==> src/rtl/rd_next_id.sv <==
// Read-request arbiter for the global-buffer SRAM banks: four channels
// (wei, flgwei, act, flgact) walk their bank allocation and share one read port.
//
// Ports:
//   clk, rst                   clock, synchronous active-high reset
//   SRAM_config_start          pulse: latch configuration, start all channels
//   CFGGB_SRAM_num_*           banks allocated per channel
//   CFGGB_Data_num_*           words read per bank before advancing
//   CFGGB_Cycl_num_*           full passes over the allocation
//   Rd_Req                     per-channel request (0=wei 1=flgwei 2=act 3=flgact)
//   Rd_Ready_g                 per absolute bank data-valid flags
//   SRAMIF_Rd_en / _Rd_ID      registered read strobe and {type, abs_bank}
//   Rd_Gnt                     registered one-hot grant
//   Rd_Release_en / _ID        registered pulse when a bank is fully drained
//   read_Cyc_done_*            registered pulse on a channel's final read
module rd_next_id #(
  parameter int WEI_CYC_W = 12,
  parameter int ACT_CYC_W = 8
) (
  input  logic                 clk,
  input  logic                 rst,
  input  logic                 SRAM_config_start,
  input  logic [3:0]           CFGGB_SRAM_num_wei,
  input  logic [3:0]           CFGGB_SRAM_num_flgwei,
  input  logic [3:0]           CFGGB_SRAM_num_act,
  input  logic [3:0]           CFGGB_SRAM_num_flgact,
  input  logic [3:0]           CFGGB_Data_num_wei,
  input  logic [3:0]           CFGGB_Data_num_flgwei,
  input  logic [3:0]           CFGGB_Data_num_act,
  input  logic [3:0]           CFGGB_Data_num_flgact,
  input  logic [WEI_CYC_W-1:0] CFGGB_Cycl_num_wei,
  input  logic [WEI_CYC_W-1:0] CFGGB_Cycl_num_flgwei,
  input  logic [ACT_CYC_W-1:0] CFGGB_Cycl_num_act,
  input  logic [ACT_CYC_W-1:0] CFGGB_Cycl_num_flgact,
  input  logic [3:0]           Rd_Req,
  input  logic [15:0]          Rd_Ready_g,
  output logic                 SRAMIF_Rd_en,
  output logic [5:0]           SRAMIF_Rd_ID,
  output logic [3:0]           Rd_Gnt,
  output logic                 Rd_Release_en,
  output logic [3:0]           Rd_Release_ID,
  output logic                 read_Cyc_done_Wei,
  output logic                 read_Cyc_done_WeiFlg,
  output logic                 read_Cyc_done_Act,
  output logic                 read_Cyc_done_ActFlg
);

  localparam int CW = (WEI_CYC_W > ACT_CYC_W) ?
                      WEI_CYC_W : ACT_CYC_W;

  typedef enum logic {IDLE, RUN} st_e;

  logic start;
  assign start = SRAM_config_start;

  // Configuration inputs gathered per channel
  logic [3:0]    s_in [4];
  logic [3:0]    d_in [4];
  logic [CW-1:0] c_in [4];
  logic [3:0]    zero_in;

  always_comb begin
    s_in[0] = CFGGB_SRAM_num_wei;
    s_in[1] = CFGGB_SRAM_num_flgwei;
    s_in[2] = CFGGB_SRAM_num_act;
    s_in[3] = CFGGB_SRAM_num_flgact;
    d_in[0] = CFGGB_Data_num_wei;
    d_in[1] = CFGGB_Data_num_flgwei;
    d_in[2] = CFGGB_Data_num_act;
    d_in[3] = CFGGB_Data_num_flgact;
    c_in[0] = CW'(CFGGB_Cycl_num_wei);
    c_in[1] = CW'(CFGGB_Cycl_num_flgwei);
    c_in[2] = CW'(CFGGB_Cycl_num_act);
    c_in[3] = CW'(CFGGB_Cycl_num_flgact);
    for (int ch = 0; ch < 4; ch++) begin
      zero_in[ch] = (s_in[ch] == 4'd0) ||
                    (d_in[ch] == 4'd0) ||
                    (c_in[ch] == '0);
    end
  end

  // Latched configuration
  logic [3:0]    s_q [4];
  logic [3:0]    d_q [4];
  logic [CW-1:0] c_q [4];

  always_ff @(posedge clk) begin
    if (rst) begin
      for (int ch = 0; ch < 4; ch++) begin
        s_q[ch] <= '0;
        d_q[ch] <= '0;
        c_q[ch] <= '0;
      end
    end else if (start) begin
      for (int ch = 0; ch < 4; ch++) begin
        s_q[ch] <= s_in[ch];
        d_q[ch] <= d_in[ch];
        c_q[ch] <= c_in[ch];
      end
    end
  end

  // Channel state and counters
  st_e           st_q   [4];
  st_e           st_d   [4];
  logic [3:0]    dcnt_q [4];
  logic [3:0]    dcnt_d [4];
  logic [3:0]    bcnt_q [4];
  logic [3:0]    bcnt_d [4];
  logic [CW-1:0] ccnt_q [4];
  logic [CW-1:0] ccnt_d [4];
  logic [1:0]    ptr_q, ptr_d;

  // Banks are packed back to back in channel order; sums wrap mod 16.
  logic [3:0] base    [4];
  logic [3:0] abs_bnk [4];
  logic [3:0] elig;
  logic [3:0] d_last, b_last, c_last, last;

  always_comb begin
    base[0] = 4'd0;
    base[1] = s_q[0];
    base[2] = s_q[0] + s_q[1];
    base[3] = s_q[0] + s_q[1] + s_q[2];
    for (int ch = 0; ch < 4; ch++) begin
      abs_bnk[ch] = base[ch] + bcnt_q[ch];
      elig[ch]    = (st_q[ch] == RUN) && Rd_Req[ch] &&
                    Rd_Ready_g[abs_bnk[ch]];
      d_last[ch]  = (dcnt_q[ch] == d_q[ch] - 4'd1);
      b_last[ch]  = (bcnt_q[ch] == s_q[ch] - 4'd1);
      c_last[ch]  = (ccnt_q[ch] == c_q[ch] - CW'(1));
      last[ch]    = d_last[ch] && b_last[ch] && c_last[ch];
    end
  end

  // Round-robin: first eligible channel at or after the pointer
  logic       gnt_vld;
  logic [1:0] gidx;
  logic [1:0] idx;

  always_comb begin
    gnt_vld = 1'b0;
    gidx    = ptr_q;
    idx     = ptr_q;
    for (int k = 0; k < 4; k++) begin
      idx = ptr_q + 2'(k);
      if (!gnt_vld && elig[idx]) begin
        gnt_vld = 1'b1;
        gidx    = idx;
      end
    end
  end

  // A start on the same edge overrides any grant in flight.
  logic take;
  assign take = gnt_vld && !start;

  // FSM state register
  always_ff @(posedge clk) begin
    if (rst) begin
      for (int ch = 0; ch < 4; ch++) st_q[ch] <= IDLE;
    end else begin
      for (int ch = 0; ch < 4; ch++) st_q[ch] <= st_d[ch];
    end
  end

  // FSM next state
  always_comb begin
    for (int ch = 0; ch < 4; ch++) begin
      st_d[ch] = st_q[ch];
      if (start) begin
        st_d[ch] = zero_in[ch] ? IDLE : RUN;
      end else if (take && gidx == 2'(ch) && last[ch]) begin
        st_d[ch] = IDLE;
      end
    end
  end

  // Counter datapath
  always_comb begin
    for (int ch = 0; ch < 4; ch++) begin
      dcnt_d[ch] = dcnt_q[ch];
      bcnt_d[ch] = bcnt_q[ch];
      ccnt_d[ch] = ccnt_q[ch];
      if (start) begin
        dcnt_d[ch] = '0;
        bcnt_d[ch] = '0;
        ccnt_d[ch] = '0;
      end else if (take && gidx == 2'(ch)) begin
        if (d_last[ch]) begin
          dcnt_d[ch] = '0;
          if (b_last[ch]) begin
            bcnt_d[ch] = '0;
            ccnt_d[ch] = c_last[ch] ? '0 : ccnt_q[ch] + CW'(1);
          end else begin
            bcnt_d[ch] = bcnt_q[ch] + 4'd1;
          end
        end else begin
          dcnt_d[ch] = dcnt_q[ch] + 4'd1;
        end
      end
    end
  end

  always_ff @(posedge clk) begin
    if (rst) begin
      for (int ch = 0; ch < 4; ch++) begin
        dcnt_q[ch] <= '0;
        bcnt_q[ch] <= '0;
        ccnt_q[ch] <= '0;
      end
      ptr_q <= '0;
    end else begin
      for (int ch = 0; ch < 4; ch++) begin
        dcnt_q[ch] <= dcnt_d[ch];
        bcnt_q[ch] <= bcnt_d[ch];
        ccnt_q[ch] <= ccnt_d[ch];
      end
      ptr_q <= ptr_d;
    end
  end

  // Output logic (next values of the registered outputs)
  logic       rd_en_q, rd_en_d;
  logic [5:0] id_q, id_d;
  logic [3:0] gnt_q, gnt_d;
  logic       rel_en_q, rel_en_d;
  logic [3:0] rel_id_q, rel_id_d;
  logic [3:0] done_q, done_d;

  always_comb begin
    rd_en_d  = 1'b0;
    id_d     = id_q;
    gnt_d    = '0;
    rel_en_d = 1'b0;
    rel_id_d = rel_id_q;
    done_d   = '0;
    ptr_d    = ptr_q;
    if (start) begin
      // Channels with an empty allocation finish immediately.
      done_d = zero_in;
    end else if (gnt_vld) begin
      rd_en_d     = 1'b1;
      id_d        = {gidx, abs_bnk[gidx]};
      gnt_d[gidx] = 1'b1;
      ptr_d       = gidx + 2'd1;
      if (d_last[gidx]) begin
        rel_en_d = 1'b1;
        rel_id_d = abs_bnk[gidx];
      end
      if (last[gidx]) done_d[gidx] = 1'b1;
    end
  end

  always_ff @(posedge clk) begin
    if (rst) begin
      rd_en_q  <= 1'b0;
      id_q     <= '0;
      gnt_q    <= '0;
      rel_en_q <= 1'b0;
      rel_id_q <= '0;
      done_q   <= '0;
    end else begin
      rd_en_q  <= rd_en_d;
      id_q     <= id_d;
      gnt_q    <= gnt_d;
      rel_en_q <= rel_en_d;
      rel_id_q <= rel_id_d;
      done_q   <= done_d;
    end
  end

  assign SRAMIF_Rd_en         = rd_en_q;
  assign SRAMIF_Rd_ID         = id_q;
  assign Rd_Gnt               = gnt_q;
  assign Rd_Release_en        = rel_en_q;
  assign Rd_Release_ID        = rel_id_q;
  assign read_Cyc_done_Wei    = done_q[0];
  assign read_Cyc_done_WeiFlg = done_q[1];
  assign read_Cyc_done_Act    = done_q[2];
  assign read_Cyc_done_ActFlg = done_q[3];

endmodule

==> config.mk <==
export PLATFORM = sky130hd
export DESIGN_NAME = rd_next_id
export DESIGN_NICKNAME = d
export VERILOG_FILES = /design/src/rtl/rd_next_id.sv
export SDC_FILE = /design/constraint.sdc
export NUM_CORES = 1
export LEC_CHECK = 0
export CAP_MARGIN = 20
export CORE_MARGIN = 10
export CORE_UTILIZATION = 50
export DETAILED_ROUTE_END_ITERATION = 10
export PLACE_DENSITY = 0.72
export RECOVER_POWER = 100
export SYNTH_ARGS = -nofsm -noshare
export SYNTH_HDL_FRONTEND = slang
export SYNTH_SLANG_ARGS = --single-unit
==> constraint.sdc <==
create_clock -name clk -period 7.11 [get_ports clk]
set_input_delay 1.7775 -clock clk [delete_from_list [all_inputs] [get_ports clk]]
set_output_delay 1.7775 -clock clk [all_outputs]
set_load 0.03 [all_outputs]
==> summary.md, run 1 <==
| Metric | Value |
|---|---|
| Outcome | `finished, violations left` |
| Failing checks | `capacitance limit, slew limit` |
| Max Clock Freq | `154 MHz` |
| Int Power | `1.86 mW` |
| Hold WS | `472 ps` |
| Clock skew | `8.47 ps` |
| Initial Util | `0.509` |
| CP Data Required Time | `7480 ps` |
| Number of fill cells | `1,766` |
| PortBufs | `114` |
| Via/cell ratio | `5.54` |
| Worst Setup SP | `s_q[0][0]$_SDFFCE_PN0P_` |
| Drt drc | `0` |
| Final nets | `1,377` |
| Net Sw Power | `0.737 mW` |
| R2R Setup Slk | `600 ps` |
| Setup TNS | `0 ps` |
| Max IR drop VDD | `157 uV` |
| Net count after synthesis | `1,268` |
| Initial antenna violation count | `1` |
| CTS hold repair buffers | `0` |
| CTS Buffer Depth | `2` |
| Worst setup path class | `flip-flop to flip-flop` |
| Reg2reg end | `ccnt_q[0][11]$_SDFFE_PP0P_` |
| Async SR Flop Fraction | `0` |
| Total power | `2.60 mW` |
| Share of power burned in registers | `0.444` |
| DR iter-0 viols | `584` |
| Register clock-pin slew on the reported worst setup and hold paths | `70 ps` |
| TritonCTS buffer count | `17` |
| Worst R2R Path Depth | `18` |
| Main combinational cell family by area after synthesis | `simple AND/OR/NAND/NOR gates` |
| Worst reg2reg path startpoint | `s_q[0][0]$_SDFFCE_PN0P_` |
| Die ar. | `0.0277 sq mm` |
| DP Wirelength | `19,400 um` |
| Vias in the first global route | `8,331` |
| Max-slew violation count | `122` |
| Die Height | `166 um` |
| Cts repair resizes | `0` |
| Routed wire per std cell | `16.8 um` |
| Post-DRT Antenna Nets | `0` |
| Post-synth EDFFs | `72` |
| Number of distinct library cells after synthesis | `65` |
| Mux share of post-synthesis cell area | `0.0639` |
| First-pass GRT wire length | `41,900 um` |
| Clock share of power | `0.353` |
| Part of the Yosys area used for sequential elements | `0.400` |
| Crit path to | `ccnt_q[0][11]$_SDFFE_PP0P_` |
| H-tree depth | `4` |
| Unrepaired setup endpoints after global routing | `false` |
| Sw Ratio | `0.283` |
| FF+latch area | `0.00428 sq mm` |
| Clock root buffer | `clkbuf_16` |
| Most common cell after layout, fill and taps aside | `dfxtp_1` |
| Post-Synth Simple-Gate Area | `0.225` |
| Avg Inst Size Synth | `9.49 sq um` |
| Hold Crit Class | `flip-flop to flip-flop` |
| Power per Cell Area | `205 mW/mm^2` |
| Post-CTS Setup Inserts | `0` |
| CTS tree | `yes` |
| Worst-Skew Late Latency | `440 ps` |
| Setup crit start kind | `flip-flop` |
| Layout area overhead | `18.4%` |
| Critical Path End Type | `flip-flop` |
| Comb pwr share | `0.203` |
| Hold Vio Cnt, Final | `0` |
| Top FF cell, synth | `dfxtp_1` |
| # rows | `53` |
| WL final | `25,700 um` |
| GRT Total Usage | `0.181` |
| Final Util | `0.603` |
| CTS sink cnt | `178` |
| Die Span X | `166 um` |
| Final setup violation count | `0` |
| Max FO, Critical Path | `8` |
| Final worst path period share | `0.916` |
| Largest net degree at the start of global routing | `65` |
| Fin cells | `1,526` |
| Worst-Margin Slew | `2350 ps` |
| Yosys warns | `0` |
| Pre-antenna DRT Iters | `5` |
| Lkg Pwr | `4.64 nW` |
| Crit path time final | `6510 ps` |
| Syn Std Cell Area | `0.0107 sq mm` |
| Via count | `8,454` |
| Share of cells above drive strength 1 | `0.0552` |
| Most frequent cells in the layout | `dfxtp_1, nor2_1, xnor2_1` |
| Core area | `0.0210 sq mm` |
| GRT overflow | `0` |
| IO Count | `115` |
| Synth Area in Compound Gates | `0.0987` |
| RePlAce Congestion | `0.877` |
| Max-cap check violation count | `2` |
| Area of the multi-input gates | `0.00602 sq mm` |
| Cells after Synth | `1,128` |
| Post-synthesis sequential element count | `178` |
| Worst EP arrival | `6880 ps` |
| Synth Area in XOR/XNOR | `0.119` |
| Slew headroom | `-0.572` |
| Synth Area in Adders | `0.0575` |
| Placed Cells | `1,492` |
[Yosys cell counts (all sizes together) (3+ instances only)]
master   instances  area [sq um]
a2111oi          8           133
a211o            5          43.8
a21o             9          70.1
a21oi           66           334
a311oi           4          41.3
a31oi            3          18.8
and2            87           544
and3            12          75.1
buf              8          36.3
clkbuf          32           120
dfxtp          106          2120
edfxtp          72          2160
fa               7           140
ha              38           475
inv             59           221
mux2             7          78.8
mux2i           29           290
mux4            14           315
nand2           67           251
nand2b          10          62.6
nand3           27           135
nand3b          12          90.1
nand4           27           169
nor2           100           375
nor2b           12          75.1
nor3            33           165
nor3b            9          67.6
nor4            28           190
o2111ai          3          26.3
o211ai           4          30.0
o21ai           36           180
or3             17           113
or4              5          37.5
or4b             3          30.0
xnor2           98           858
xor2            45           394
[stage by stage]
stage	cell area (sq um)	worst slack [ps]
6_report	12700	600
2_1_floorplan	10700	1560
3_5_place_dp	12200	700
4_1_cts	12700	799
5_1_grt	12700	225
3_3_place_gp	12200	841
[per-layer routing]
layer / part of all wire / GRT usage / up-vias
li1: - / - / 4224
met1: 0.46 / 0.230 / 3992
met2: 0.47 / 0.295 / 199
met3: 0.051 / 0.0398 / 39
met4: 0.026 / 0.0683 / 0
met5: 0 / 0 / -
[area by class of cell]
cell class                 instances  share of cell area
multi-input combinational        851               0.475
sequential                       178               0.338
timing repair buffer             130              0.0975
clock buffer                      21              0.0363
tap                              275              0.0271
inverter                          59              0.0176
clock inverter                    11             0.00819
antenna                            1            0.000197
[sequential cells by signal (all words and copies together) (netlist names)]
name / flops
SRAMIF_Rd_ID: 6
done_q: 4
c_q: 40
ptr_q: 2
bcnt_q: 16
ccnt_q: 48
Rd_Release_ID: 4
s_q: 16
SRAMIF_Rd_en: 1
st_q: 4
Rd_Gnt: 4
dcnt_q: 16
d_q: 16
Rd_Release_en: 1
[worst max-delay path, cell delays in order, from the launching register on]
cell and delay, ps:
edfxtp_1 510, ha_1 290, fa_1 380, xor2_1 230, inv_1 80, fa_1 470, fa_1 450, xor2_1 160
xnor2_1 200, xnor3_1 300, mux2i_1 320, nand4_1 140, a221oi_1 1010, ha_1 350, inv_1 60, a2111oi_2 580
nand4_1 350, or3_1 430, a21oi_1 140
[cells by family (layout without fill, tap and decap cells)]
| logic type | count (synthesis) | count (layout) |
|---|---|---|
| buffers and inverters | 99 | 221 |
| adder cells (fa/ha/maj) | 45 | 45 |
| multiplexers | 50 | 50 |
| AO/OA/AOI/OAI | 159 | 159 |
| XOR/XNOR | 144 | 144 |
| AND/OR/NAND/NOR | 453 | 453 |
| flip-flops | 178 | 178 |
| other | 0 | 1 |
[worst min path at each step]
stage	startpoint	endpoint	slack (ps)	cells past startpoint
finish	SRAMIF_Rd_ID[1]$_SDFFE_PP0N_	SRAMIF_Rd_ID[1]$_SDFFE_PP0N_	470	2
CTS	SRAMIF_Rd_ID[0]$_SDFFE_PP0N_	SRAMIF_Rd_ID[0]$_SDFFE_PP0N_	480	2
global placement	SRAMIF_Rd_ID[1]$_SDFFE_PP0N_	SRAMIF_Rd_ID[1]$_SDFFE_PP0N_	450	2
global route	SRAMIF_Rd_ID[1]$_SDFFE_PP0N_	SRAMIF_Rd_ID[1]$_SDFFE_PP0N_	480	2
detailed placement	SRAMIF_Rd_ID[3]$_SDFFE_PP0N_	SRAMIF_Rd_ID[3]$_SDFFE_PP0N_	460	2
floorplan	st_q[2]$_SDFFE_PP0P_	st_q[2]$_SDFFE_PP0P_	440	2
[power by group through the flow]
stage	combinational (mW)	clock (mW)	sequential, mW
3_3_place_gp	0.524	0	1.17
3_5_place_dp	0.535	0	1.17
2_1_floorplan	0.369	0	1.17
6_report	0.529	0.916	1.15
4_1_cts	0.540	0.929	1.15
5_1_grt	0.579	0.968	1.16
Note: power is estimated with default switching activity, not from simulation.
==> inputs of run 2 (changes only) <==
--- a/config.mk
+++ b/config.mk
@@ -7,9 +7,9 @@
 export LEC_CHECK = 0
 export CAP_MARGIN = 20
 export CORE_MARGIN = 10
-export CORE_UTILIZATION = 50
+export CORE_UTILIZATION = 45
 export DETAILED_ROUTE_END_ITERATION = 10
-export PLACE_DENSITY = 0.72
+export PLACE_DENSITY = 0.66
 export RECOVER_POWER = 100
 export SYNTH_ARGS = -nofsm -noshare
 export SYNTH_HDL_FRONTEND = slang
==> run 2 against run 1 <==
Net effect: the flow still finishes with violations (capacitance limit, slew limit); setup slack worse by 10 ps; flip-flop and latch count stayed put; register-to-register slack hardly changed; sequential share of layout area is 0.13 points lower; final cell count is 2.8% higher; critical path depth is 1 higher; critical path type unchanged; critical endpoint is now ccnt_q[1][11]$_SDFFE_PP0P_; via count is 0.50% lower; largest power group unchanged; clock power is 1% higher.
==> summary.md, run 2 (same netlist as run 1, synthesis figures left out) <==
| Metric | Value |
|---|---|
| Worst EP arrival | `6890 ps` |
| Worst R2R Path Depth | `19` |
| Hold path depth | `2` |
| Clock share of power | `0.356` |
| Core area | `0.0235 sq mm` |
| Critical Path End Type | `flip-flop` |
| CTS Buffer Depth | `2` |
| # rows | `56` |
| RePlAce Congestion | `0.908` |
| DR iter-0 viols | `579` |
| IO Count | `115` |
| Share of cells above drive strength 1 | `0.0560` |
| TritonCTS buffer count | `17` |
| Worst-Skew Late Latency | `450 ps` |
| Largest net degree at the start of global routing | `77` |
| Via count | `8,412` |
| Setup TNS | `0 ps` |
| Sw Ratio | `0.296` |
| WL final | `25,600 um` |
| Hold Path Origin | `SRAMIF_Rd_ID[1]$_SDFFE_PP0N_` |
| Setup crit start kind | `flip-flop` |
| Max IR drop VDD | `126 uV` |
| Routed wire per std cell | `16.3 um` |
| Via/cell ratio | `5.36` |
| Int Power | `1.84 mW` |
| Die Span X | `174 um` |
| Slew headroom | `-0.916` |
| First-pass GRT wire length | `41,500 um` |
| Pre-antenna DRT Iters | `5` |
| Final worst path period share | `0.917` |
| Total power | `2.61 mW` |
| Max reg flops | `48` |
| Initial Util | `0.456` |
| Max FO, Critical Path | `10` |
| Outcome | `finished, violations left` |
| Vias in the first global route | `8,111` |
| GRT overflow | `0` |
| Most common cell after layout, fill and taps aside | `dfxtp_1` |
| Hold Vio Cnt, Final | `0` |
| Net Sw Power | `0.772 mW` |
| Comb pwr share | `0.203` |
| Layout area overhead | `18.8%` |
| Register clock-pin slew on the reported worst setup and hold paths | `80 ps` |
| CTS sink cnt | `178` |
| Power per Cell Area | `205 mW/mm^2` |
| DP Wirelength | `19,600 um` |
| Number of fill cells | `2,138` |
| PortBufs | `114` |
| CTS hold repair buffers | `0` |
| Hold Path End | `SRAMIF_Rd_ID[1]$_SDFFE_PP0N_` |
| Initial antenna violation count | `1` |
| N_diodes | `0` |
| H-tree depth | `4` |
| Max Clock Freq | `153 MHz` |
| Max-slew violation count | `133` |
| Max-cap check violation count | `2` |
| Worst reg2reg path startpoint | `s_q[0][0]$_SDFFCE_PN0P_` |
| CP Data Required Time | `7480 ps` |
| Final nets | `1,377` |
| CTS tree | `yes` |
| Drt drc | `0` |
| Die ar. | `0.0304 sq mm` |
| Hold Crit Class | `flip-flop to flip-flop` |
| Worst setup path class | `flip-flop to flip-flop` |
| Worst-Margin Slew | `2870 ps` |
| R2R Setup Slk | `590 ps` |
| Unrepaired setup endpoints after global routing | `false` |
| Clock root buffer | `clkbuf_16` |
| Die Height | `174 um` |
| Worst Setup SP | `s_q[0][0]$_SDFFCE_PN0P_` |
| Most flop-heavy register | `ccnt_q` |
| Post-CTS Setup Inserts | `0` |
| GRT Total Usage | `0.168` |
| Clock skew | `15.2 ps` |
| Lkg Pwr | `4.64 nW` |
| Top flop regs | `ccnt_q (48), c_q (40)` |
| Crit path time final | `6520 ps` |
| Failing checks | `capacitance limit, slew limit` |
| Most frequent cells in the layout | `dfxtp_1, nor2_1, xnor2_1` |
| Final setup violation count | `0` |
| Cts repair resizes | `0` |
| Post-DRT Antenna Nets | `0` |
| Share of power burned in registers | `0.441` |
| Reg2reg end | `ccnt_q[1][11]$_SDFFE_PP0P_` |
[run 2: power by group through the flow]
stage / Clock (mW) / Combinational [mW] / Sequential, mW
2_1_floorplan: 0 / 0.369 / 1.17
3_3_place_gp: 0 / 0.528 / 1.17
3_5_place_dp: 0 / 0.537 / 1.17
4_1_cts: 0.948 / 0.541 / 1.15
5_1_grt: 0.996 / 0.580 / 1.16
6_report: 0.929 / 0.529 / 1.15
[run 2: through the flow]
step                setup slack [ps]  hold WS, ps  area (sq um)  std cells   util
finish                           590          464         12700       1569  0.542
global route                     294          491         12700       1569  0.542
CTS                              813          473         12800       1569  0.545
detailed placement               740          454         12200       1537  0.521
global placement                 867          452         12200       1537  0.521
floorplan                       1560          442         10700       1128      -
[run 2: worst max-delay path by stage]
stage / cells past startpoint / to
after global routing: 19 / ccnt_q[1][11]$_SDFFE_PP0P_
after detailed placement: 14 / ccnt_q[3][11]$_SDFFE_PP0P_
after CTS: 20 / ccnt_q[2][11]$_SDFFE_PP0P_
after global placement: 14 / ccnt_q[3][11]$_SDFFE_PP0P_
after floorplan: 21 / ccnt_q[2][10]$_SDFFE_PP0P_
final: 19 / ccnt_q[1][11]$_SDFFE_PP0P_
[run 2: final cells by class]
type | count | area, sq um | area share
tap | 319 | 399 | 0.0314
sequential | 178 | 4280 | 0.337
clock buffer | 19 | 443 | 0.0348
clock inverter | 13 | 134 | 0.0105
inverter | 59 | 223 | 0.0175
multi-input combinational | 851 | 6020 | 0.473
timing repair buffer | 130 | 1230 | 0.0965
[run 2: layer usage]
metal,vias up,part of all wire,track usage
li1,4223,-,-
met1,3977,0.46,0.215
met2,188,0.47,0.273
met3,22,0.051,0.0433
met4,2,0.018,0.0513
met5,-,0.00051,0
[run 2: critical path: stages, from the launching register on]
cell	delay, ps
edfxtp_1	510
ha_1	280
fa_1	520
fa_1	520
ha_1	150
inv_1	50
fa_1	370
xor2_1	160
xnor2_1	210
xnor3_1	300
mux2i_1	290
nand4_1	150
a221oi_1	980
ha_1	350
inv_1	50
a2111oi_0	310
clkbuf_1	390
nand4_1	300
or3_1	410
a21oi_1	140
